[config.mk]
export PLATFORM = sky130hd
export DESIGN_NAME = div_rem_unit
export DESIGN_NICKNAME = d
export VERILOG_FILES = /design/src/rtl/div_rem_unit.sv
export SDC_FILE = /design/constraint.sdc
export NUM_CORES = 1
export LEC_CHECK = 0
export ABC_AREA = 1
export BUFFER_PORTS_ARGS = -buffer_cell sky130_fd_sc_hd__buf_2
export CAP_MARGIN = 20
export CORE_AREA = 2 2 95 97
export DETAILED_ROUTE_END_ITERATION = 10
export DIE_AREA = 0 0 97 99
export HOLD_SLACK_MARGIN = 0.02
export PLACE_DENSITY_LB_ADDON = 0.15
export SETUP_SLACK_MARGIN = 0.3
export SLEW_MARGIN = 15
export SYNTH_ARGS = -nofsm -noshare
export SYNTH_HDL_FRONTEND = slang
export SYNTH_SLANG_ARGS = --single-unit
[constraint.sdc]
create_clock -name clk -period 1.6 [get_ports clk]
set_input_delay 0.32 -clock clk [delete_from_list [all_inputs] [get_ports clk]]
set_output_delay 0.32 -clock clk [all_outputs]
set_load 0.03 [all_outputs]
[src/rtl/div_rem_unit.sv]
// Sequential restoring divider, one quotient bit per clock.
// Splits a double-width dividend into quotient and remainder.
module div_rem_unit #(
    parameter int WIDTH     = 8,
    parameter int OUT_WIDTH = 16
) (
    input  logic                 clk,
    input  logic                 reset_n,
    input  logic                 start,
    input  logic [OUT_WIDTH-1:0] dividend,
    input  logic [WIDTH-1:0]     divisor,
    output logic                 busy,
    output logic                 done,
    output logic [WIDTH-1:0]     quotient,
    output logic [WIDTH-1:0]     remainder,
    output logic                 div_by_zero,
    output logic                 overflow
);

    localparam int CW = $clog2(WIDTH) + 1;

    typedef enum logic [1:0] {
        S_IDLE,
        S_RUN,
        S_DONE
    } state_t;

    state_t state_q, state_d;

    // Partial remainder is one bit wider so the shifted value never wraps.
    logic [WIDTH:0]   p_q, p_d;
    logic [WIDTH-1:0] s_q, s_d;
    logic [WIDTH-1:0] b_q, b_d;
    logic [WIDTH-1:0] qw_q, qw_d;
    logic [CW-1:0]    cnt_q, cnt_d;

    logic [WIDTH-1:0] quotient_q, quotient_d;
    logic [WIDTH-1:0] remainder_q, remainder_d;
    logic             dbz_q, dbz_d;
    logic             ovf_q, ovf_d;

    logic [WIDTH-1:0] hi_half;
    logic [WIDTH-1:0] lo_half;
    logic [WIDTH:0]   p_shift;
    logic [WIDTH:0]   p_sub;
    logic [WIDTH:0]   p_next;
    logic             qbit;
    logic [WIDTH-1:0] q_next;

    assign hi_half = dividend[OUT_WIDTH-1:WIDTH];
    assign lo_half = dividend[WIDTH-1:0];

    // One restoring step: shift in the next dividend bit, subtract if it fits.
    always_comb begin
        p_shift = {p_q[WIDTH-1:0], s_q[WIDTH-1]};
        p_sub   = p_shift - {1'b0, b_q};
        qbit    = (p_shift >= {1'b0, b_q});
        p_next  = qbit ? p_sub : p_shift;
        q_next  = {qw_q[WIDTH-2:0], qbit};
    end

    // Next-state and datapath control for the IDLE/RUN/DONE sequence.
    always_comb begin
        state_d     = state_q;
        p_d         = p_q;
        s_d         = s_q;
        b_d         = b_q;
        qw_d        = qw_q;
        cnt_d       = cnt_q;
        quotient_d  = quotient_q;
        remainder_d = remainder_q;
        dbz_d       = dbz_q;
        ovf_d       = ovf_q;

        unique case (state_q)
            S_IDLE: begin
                if (start) begin
                    b_d   = divisor;
                    dbz_d = 1'b0;
                    ovf_d = 1'b0;
                    if (divisor == '0) begin
                        dbz_d       = 1'b1;
                        quotient_d  = '1;
                        remainder_d = lo_half;
                        state_d     = S_DONE;
                    end else if (hi_half >= divisor) begin
                        ovf_d       = 1'b1;
                        quotient_d  = '1;
                        remainder_d = '0;
                        state_d     = S_DONE;
                    end else begin
                        p_d     = {1'b0, hi_half};
                        s_d     = lo_half;
                        qw_d    = '0;
                        cnt_d   = '0;
                        state_d = S_RUN;
                    end
                end
            end
            S_RUN: begin
                p_d   = p_next;
                s_d   = {s_q[WIDTH-2:0], 1'b0};
                qw_d  = q_next;
                cnt_d = cnt_q + CW'(1);
                if (cnt_q == CW'(WIDTH - 1)) begin
                    quotient_d  = q_next;
                    remainder_d = p_next[WIDTH-1:0];
                    state_d     = S_DONE;
                end
            end
            S_DONE: begin
                state_d = S_IDLE;
            end
            default: begin
                state_d = S_IDLE;
            end
        endcase
    end

    // State and datapath registers; reset aborts any operation in flight.
    always_ff @(posedge clk or negedge reset_n) begin
        if (!reset_n) begin
            state_q     <= S_IDLE;
            p_q         <= '0;
            s_q         <= '0;
            b_q         <= '0;
            qw_q        <= '0;
            cnt_q       <= '0;
            quotient_q  <= '0;
            remainder_q <= '0;
            dbz_q       <= 1'b0;
            ovf_q       <= 1'b0;
        end else begin
            state_q     <= state_d;
            p_q         <= p_d;
            s_q         <= s_d;
            b_q         <= b_d;
            qw_q        <= qw_d;
            cnt_q       <= cnt_d;
            quotient_q  <= quotient_d;
            remainder_q <= remainder_d;
            dbz_q       <= dbz_d;
            ovf_q       <= ovf_d;
        end
    end

    assign busy        = (state_q == S_RUN);
    assign done        = (state_q == S_DONE);
    assign quotient    = quotient_q;
    assign remainder   = remainder_q;
    assign div_by_zero = dbz_q;
    assign overflow    = ovf_q;

endmodule

; Word-level counts from Yosys, hierarchy flattened
; Index checks and enable logic that the tools add are counted.
[word_totals]
out_inout_bits = 20
input_bits = 27
reg_bits = 55
[op_classes]
n_reduce_logical = 7
n_mux = 35
n_lt_le_gt_ge = 2
add_sub_neg = 2
eq_ne = 8
[ops]
columns = operator, count
row1 = two-way mux 8 bit, 15
row2 = case mux 8 bit (2 select lines), 4
row3 = two-way mux 7 bit, 3
row4 = case mux 7 bit (2 select lines), 1
row5 = two-way mux 4 bit, 3
row6 = >= comparator 9 x 8 -> 1 bit, 1
row7 = >= comparator 8 bit, 1
row8 = logical NOT 8 bit, 1
row9 = two-way mux 2 bit, 4
row10 = case mux 4 bit (2 select lines), 1
row11 = AND reduction 4 bit, 2
row12 = subtractor 8 bit, 1
row13 = != test 2 bit (second input constant), 3
row14 = adder 4 x 1 -> 4 bit (second input constant), 1
row15 = equality test 4 x 3 -> 1 bit (second input constant), 1
row16 = case mux 2 bit (2 select lines), 1
row17 = AND reduction 2 bit, 2
row18 = two-way mux 1 bit, 3
row19 = != test 3 bit (second input constant), 1
row20 = equality test 2 x 1 -> 1 bit (second input constant), 1
row21 = equality test 2 bit (second input constant), 1
row22 = logical NOT 2 bit, 1
row23 = != test 2 x 1 -> 1 bit (second input constant), 1
row24 = nonzero test 2 bit, 1

; Depth between registers and ports, before layout
[depth]
depth_word = 5
mapped_depth = 13
depth_no_buf = 13

; Least setup slack after synthesis
; Ideal clock, no wire load.
[synth_timing]
path_type = reg2reg
from = reg p_q[4]
to = reg p_q[7]
arrival_time_ns = 1.537
path_slack_ns = -0.053
path_stages_with_launch = 11
setup_ns = 0.117
path_buffers = 1
cell_sequence = dfrtp_1 -> ha_1 -> nand2_1 -> inv_1 -> nand3_1 -> nor2b_1 -> buf_2 -> nand4_1 -> nand3_1 -> nand2_1 -> nand2_1
[synth_between]
elab_chain_cells = 3
[synth_rtl]
columns = element, line_no
row1 = from (decl), 31  ; logic [WIDTH:0] p_q, p_d;
row2 = from (signal assigned), 135  ; p_q <= p_d;
row3 = subtractor 8 bit / >= comparator 9 x 8 -> 1 bit (equally long branches), "56, 57"
row4 = two-way mux 8 bit (*), 58  ; p_next = qbit ? p_sub : p_shift;
row5 = case mux 8 bit (2 select lines) (*), 75  ; unique case (state_q)
; Mark *: on every way between the ends. The rest lies on a longest branch, timed or not.
; A chain may end at the register's enable or synchronous reset.

; Worst setup path in the final report
[layout_timing]
from = reg p_q[1]
to = reg p_q[1]
[layout_between]
elab_chain_cells = 3
[layout_rtl]
columns = element, line_no
row1 = >= comparator 9 x 8 -> 1 bit, 57  ; qbit = (p_shift >= {1'b0, b_q});
row2 = two-way mux 8 bit, 58
row3 = case mux 8 bit (2 select lines), 75
; No other way between the ends.

==> metrics.txt <==
# TYPE chip_impl_metric gauge
chip_impl_metric{name="final_util",unit=""} 0.670
chip_impl_metric{name="layout.cell_area.non_filler",unit="um^2"} 5730
chip_impl_metric{name="syn_nets",unit=""} 495
chip_impl_metric{name="die_height",unit="um"} 99
chip_impl_metric{name="gr-usage-all-layers",unit=""} 0.227
chip_impl_info{name="crit_path_end_kind",value="register"} 1
chip_impl_info{name="worstSetupPathType",value="register to register"} 1
chip_impl_metric{name="fmax",unit="GHz"} 0.537
chip_impl_metric{name="drive_gt1_frac",unit=""} 0.569
chip_impl_info{name="series_of_cell_instances_along_the_critical_path",value="ha_4 -> nand2_4 -> nor2_4 -> nand2_4 -> nand3_4 -> nand3_4 -> nand4_1 -> nand3_1 -> nand2_1 -> nand2_1"} 1
chip_impl_metric{name="finalHoldWorstSlack",unit="ps"} 242
chip_impl_metric{name="final.setup.worst_slack",unit="ps"} -263
chip_impl_metric{name="synth_largest_type_area_fraction",unit=""} 0.412
chip_impl_info{name="critPathTopFamily",value="simple AND/OR/NAND/NOR gates"} 1
chip_impl_metric{name="slew_headroom",unit=""} 0.790
chip_impl_info{name="synth_area_leaders",value="sky130_fd_sc_hd__dfrtp_1 41%, sky130_fd_sc_hd__nand2_1 22%, sky130_fd_sc_hd__nand3_1 6.4%, sky130_fd_sc_hd__ha_1 6.4%, sky130_fd_sc_hd__inv_1 5.6%"} 1
chip_impl_metric{name="timing.max_cap.violations",unit=""} 0
chip_impl_metric{name="grt_pass1_vias",unit=""} 3516
chip_impl_metric{name="routed-via-count",unit=""} 3646
chip_impl_metric{name="first_pass_grt_wire_length",unit="um"} 17500
chip_impl_metric{name="row_count",unit=""} 34
chip_impl_metric{name="dr_iter_0_viols",unit=""} 231
chip_impl_metric{name="yosys_warnings",unit=""} 0
chip_impl_metric{name="drt.antenna.violating_nets",unit=""} 0
chip_impl_metric{name="clock_skew",unit="ps"} 18.4
chip_impl_metric{name="syn_avg_cell_area",unit="um^2"} 7.42
chip_impl_info{name="layout.cells.most_common_list",value="128 x sky130_fd_sc_hd__nand2_1, 76 x sky130_fd_sc_hd__buf_4, 53 x sky130_fd_sc_hd__dfrtp_1"} 1
chip_impl_metric{name="hpwl_detailed",unit="um"} 6740
chip_impl_metric{name="postSynth.asyncResetShare",unit=""} 1.00
chip_impl_info{name="netlist.top_cell.by_area",value="sky130_fd_sc_hd__dfrtp_1"} 1
chip_impl_metric{name="path_clk_slew",unit="ps"} 120
chip_impl_metric{name="cts_sink_cnt",unit=""} 55
chip_impl_metric{name="routed_wirelength",unit="um"} 11400
chip_impl_info{name="yosys_most_used_dff",value="sky130_fd_sc_hd__dfrtp_1"} 1
chip_impl_info{name="cts_tree",value="built"} 1
chip_impl_metric{name="inserted_diodes",unit=""} 0
chip_impl_metric{name="timing.critical_path.required",unit="ps"} 1810
chip_impl_metric{name="post_drt_via_cell_ratio",unit=""} 5.16
chip_impl_info{name="r2r-start",value="p_q[1]$_DFFE_PN0P_"} 1
chip_impl_metric{name="cts_inserted_buffers",unit=""} 5
chip_impl_metric{name="critical_path_arrival",unit="ps"} 2080
chip_impl_metric{name="gp_congestion",unit=""} 0.854
chip_impl_info{name="critPathSlowestCell",value="sky130_fd_sc_hd__dfrtp_1"} 1
chip_impl_metric{name="yosysSeqAreaShare",unit=""} 0.412
chip_impl_info{name="clk_root_buffer_cell",value="sky130_fd_sc_hd__clkbuf_8"} 1
chip_impl_metric{name="p_per_area",unit="nW/um^2"} 2350
chip_impl_info{name="hp-class",value="input pin to register"} 1
chip_impl_metric{name="drt_first_pass_iters",unit=""} 5
chip_impl_metric{name="post-route-min-period",unit="ps"} 1860
chip_impl_info{name="failed_checks",value="negative setup slack"} 1
chip_impl_metric{name="finalHoldViolCount",unit=""} 0
chip_impl_metric{name="netlist_area",unit="um^2"} 3340
chip_impl_metric{name="design.portCount",unit=""} 47
chip_impl_info{name="element_type_at_the_critical_path_start",value="register"} 1
chip_impl_info{name="grt.busiest_layer",value="met2"} 1
chip_impl_metric{name="period_share",unit=""} 1.16
chip_impl_metric{name="insertion_delay",unit="ps"} 340
chip_impl_metric{name="grtUsageMet2",unit=""} 0.400
chip_impl_info{name="run_status",value="finished, violations left"} 1
chip_impl_metric{name="worstPathBufferInverterCount",unit=""} 0
chip_impl_metric{name="htree_levels",unit=""} 2
chip_impl_metric{name="placement.setup.worst_slack",unit="ps"} -367
chip_impl_metric{name="maximum_number_of_pins_on_one_net_before_global_route_repair",unit=""} 56
chip_impl_metric{name="numPortBuffers",unit=""} 46
chip_impl_metric{name="total_core_area",unit="um^2"} 8550
chip_impl_metric{name="finalNonFillerCells",unit=""} 707
chip_impl_metric{name="drc",unit=""} 0
chip_impl_info{name="hold_path.startpoint",value="dividend[0]"} 1
chip_impl_metric{name="synth_cell_type_count",unit=""} 34
chip_impl_metric{name="routed_wire_length_per_instance",unit="um"} 16.1
chip_impl_metric{name="nets_finish",unit=""} 643
chip_impl_metric{name="leakagePower",unit="uW"} 0.00294
chip_impl_metric{name="initial_antenna_violation_count",unit=""} 0
chip_impl_info{name="final_common_cell",value="sky130_fd_sc_hd__nand2_1"} 1
chip_impl_metric{name="die-area",unit="um^2"} 9600
chip_impl_metric{name="longest_individual_stage_delay_on_the_worst_path",unit="ps"} 450
chip_impl_metric{name="grtUsageMet1",unit=""} 0.301
chip_impl_metric{name="post_synthesis_instance_total",unit=""} 450
chip_impl_metric{name="power.ir.vdd_worst",unit="mV"} 0.982
chip_impl_metric{name="floorplan.initialDensity",unit=""} 0.391
chip_impl_metric{name="synth_enable_flop_cells",unit=""} 0
chip_impl_metric{name="grt_use_met3",unit=""} 0.0262
chip_impl_metric{name="detailed_place.area",unit="um^2"} 4380
chip_impl_metric{name="timing_max_transition_violations_final",unit=""} 0
chip_impl_metric{name="layout-area-overhead-vs-synth",unit="%"} 71.6
chip_impl_info{name="crit_start",value="p_q[1]$_DFFE_PN0P_"} 1
chip_impl_info{name="setup_repair_after_global_routing_missed_its_margin",value="true"} 1
chip_impl_metric{name="place_inst",unit=""} 650
chip_impl_metric{name="worst_pin_slew",unit="ps"} 315
chip_impl_metric{name="synth_seq_cells",unit=""} 55
chip_impl_metric{name="timing.final.setup_violations",unit=""} 22
chip_impl_metric{name="residual_overflow_from_global_routing",unit=""} 0
chip_impl_metric{name="cts-root-to-sink-buffers",unit=""} 2
chip_impl_metric{name="die_w",unit="um"} 97
chip_impl_metric{name="cp_max_fo",unit=""} 5
[state kept, by name, indices dropped and copies added (netlist names), 2 cells and up]
signal and flops:
b_q 8, state_q 2, remainder 8, qw_q 7, cnt_q 4, s_q 8
quotient 8, p_q 8
[path summary, 6_finish.rpt]
path	end	slack (ps)	cells after the start
min	s_q[0]$_DFFE_PN0P_	240	3
max in group asynchronous	p_q[0]$_DFFE_PN0P_	800	3
max	p_q[1]$_DFFE_PN0P_	-260	10
max reg2reg	p_q[1]$_DFFE_PN0P_	-260	10
min reg2reg	remainder[5]$_DFFE_PN0P_	480	2
min in group asynchronous	remainder[7]$_DFFE_PN0P_	510	3
[cells in the mapped netlist, types with 2 or more instances]
cell type,n
sky130_fd_sc_hd__xor2_1,2
sky130_fd_sc_hd__nand4_1,11
sky130_fd_sc_hd__o21ai_0,16
sky130_fd_sc_hd__buf_2,7
sky130_fd_sc_hd__nand2_2,2
sky130_fd_sc_hd__nand4_2,2
sky130_fd_sc_hd__a21oi_1,6
sky130_fd_sc_hd__dfrtp_1,55
sky130_fd_sc_hd__ha_1,17
sky130_fd_sc_hd__nor2_2,3
sky130_fd_sc_hd__nand2_1,196
sky130_fd_sc_hd__or2_2,2
sky130_fd_sc_hd__o21a_1,2
sky130_fd_sc_hd__xnor2_1,2
sky130_fd_sc_hd__nand3_1,43
sky130_fd_sc_hd__nor2_4,3
sky130_fd_sc_hd__buf_4,4
sky130_fd_sc_hd__inv_1,50
sky130_fd_sc_hd__nor2_1,11
sky130_fd_sc_hd__o21ai_1,2
[power breakdown]
group          total [uW]  leakage [uW]  switching [uW]  internal (uW)
logic               10100       0.00220            5610           4470
registers            2530      0.000694             508           2030
clock network         874     0.0000467             547            326
[area by class of cell]
cell class	count	area [um^2]
flip-flops and latches	55	1380
inverters	51	259
clock buffers	5	68.8
well taps	108	135
fillers	681	2820
clock inverters	3	27.5
multi-input cells	336	2590
repair buffers	149	1270
[metal layers]
metal / part of all wire / vias to the layer above
li1: - / 1735
met1: 0.42 / 1748
met2: 0.50 / 136
met3: 0.051 / 27
met4: 0.030 / 0
met5: 0 / -
[kinds of logic after synthesis]
family	count (synthesis)	synth area share
adders and majority gates	18	0.0697
DFF	55	0.412
AOI/OAI and AO/OA	31	0.0615
xor gates and xnor gates	4	0.0105
and+or+nand+nor	278	0.365
buffers and inverters	64	0.0813
[per-stage QoR]
stage | setup TNS, ps | total power, uW
after floorplan | -8.38 | 6580
after global placement | -12990 | 8650
after detailed placement | -14770 | 8780
after CTS | -1720 | 11900
after global routing | -4860 | 14300
final | -3070 | 13500
[worst register-to-register path, stage by stage, from the launching register on]
cell and delay (ps):
sky130_fd_sc_hd__dfrtp_1 450, sky130_fd_sc_hd__ha_4 350, sky130_fd_sc_hd__nand2_4 60, sky130_fd_sc_hd__nor2_4 140
sky130_fd_sc_hd__nand2_4 80, sky130_fd_sc_hd__nand3_4 100, sky130_fd_sc_hd__nand3_4 130, sky130_fd_sc_hd__nand4_1 180
sky130_fd_sc_hd__nand3_1 110, sky130_fd_sc_hd__nand2_1 90, sky130_fd_sc_hd__nand2_1 70
[repair_timing]
action	CTS	global route
hold buffers	1	0
buffers inserted	27	12
resized for setup	140	98
pin swaps	46	70
gates cloned	7	2
hold endpoints to repair	55	0
endpoints found under the setup margin	56	57
(Power assumes the default switching activity.)
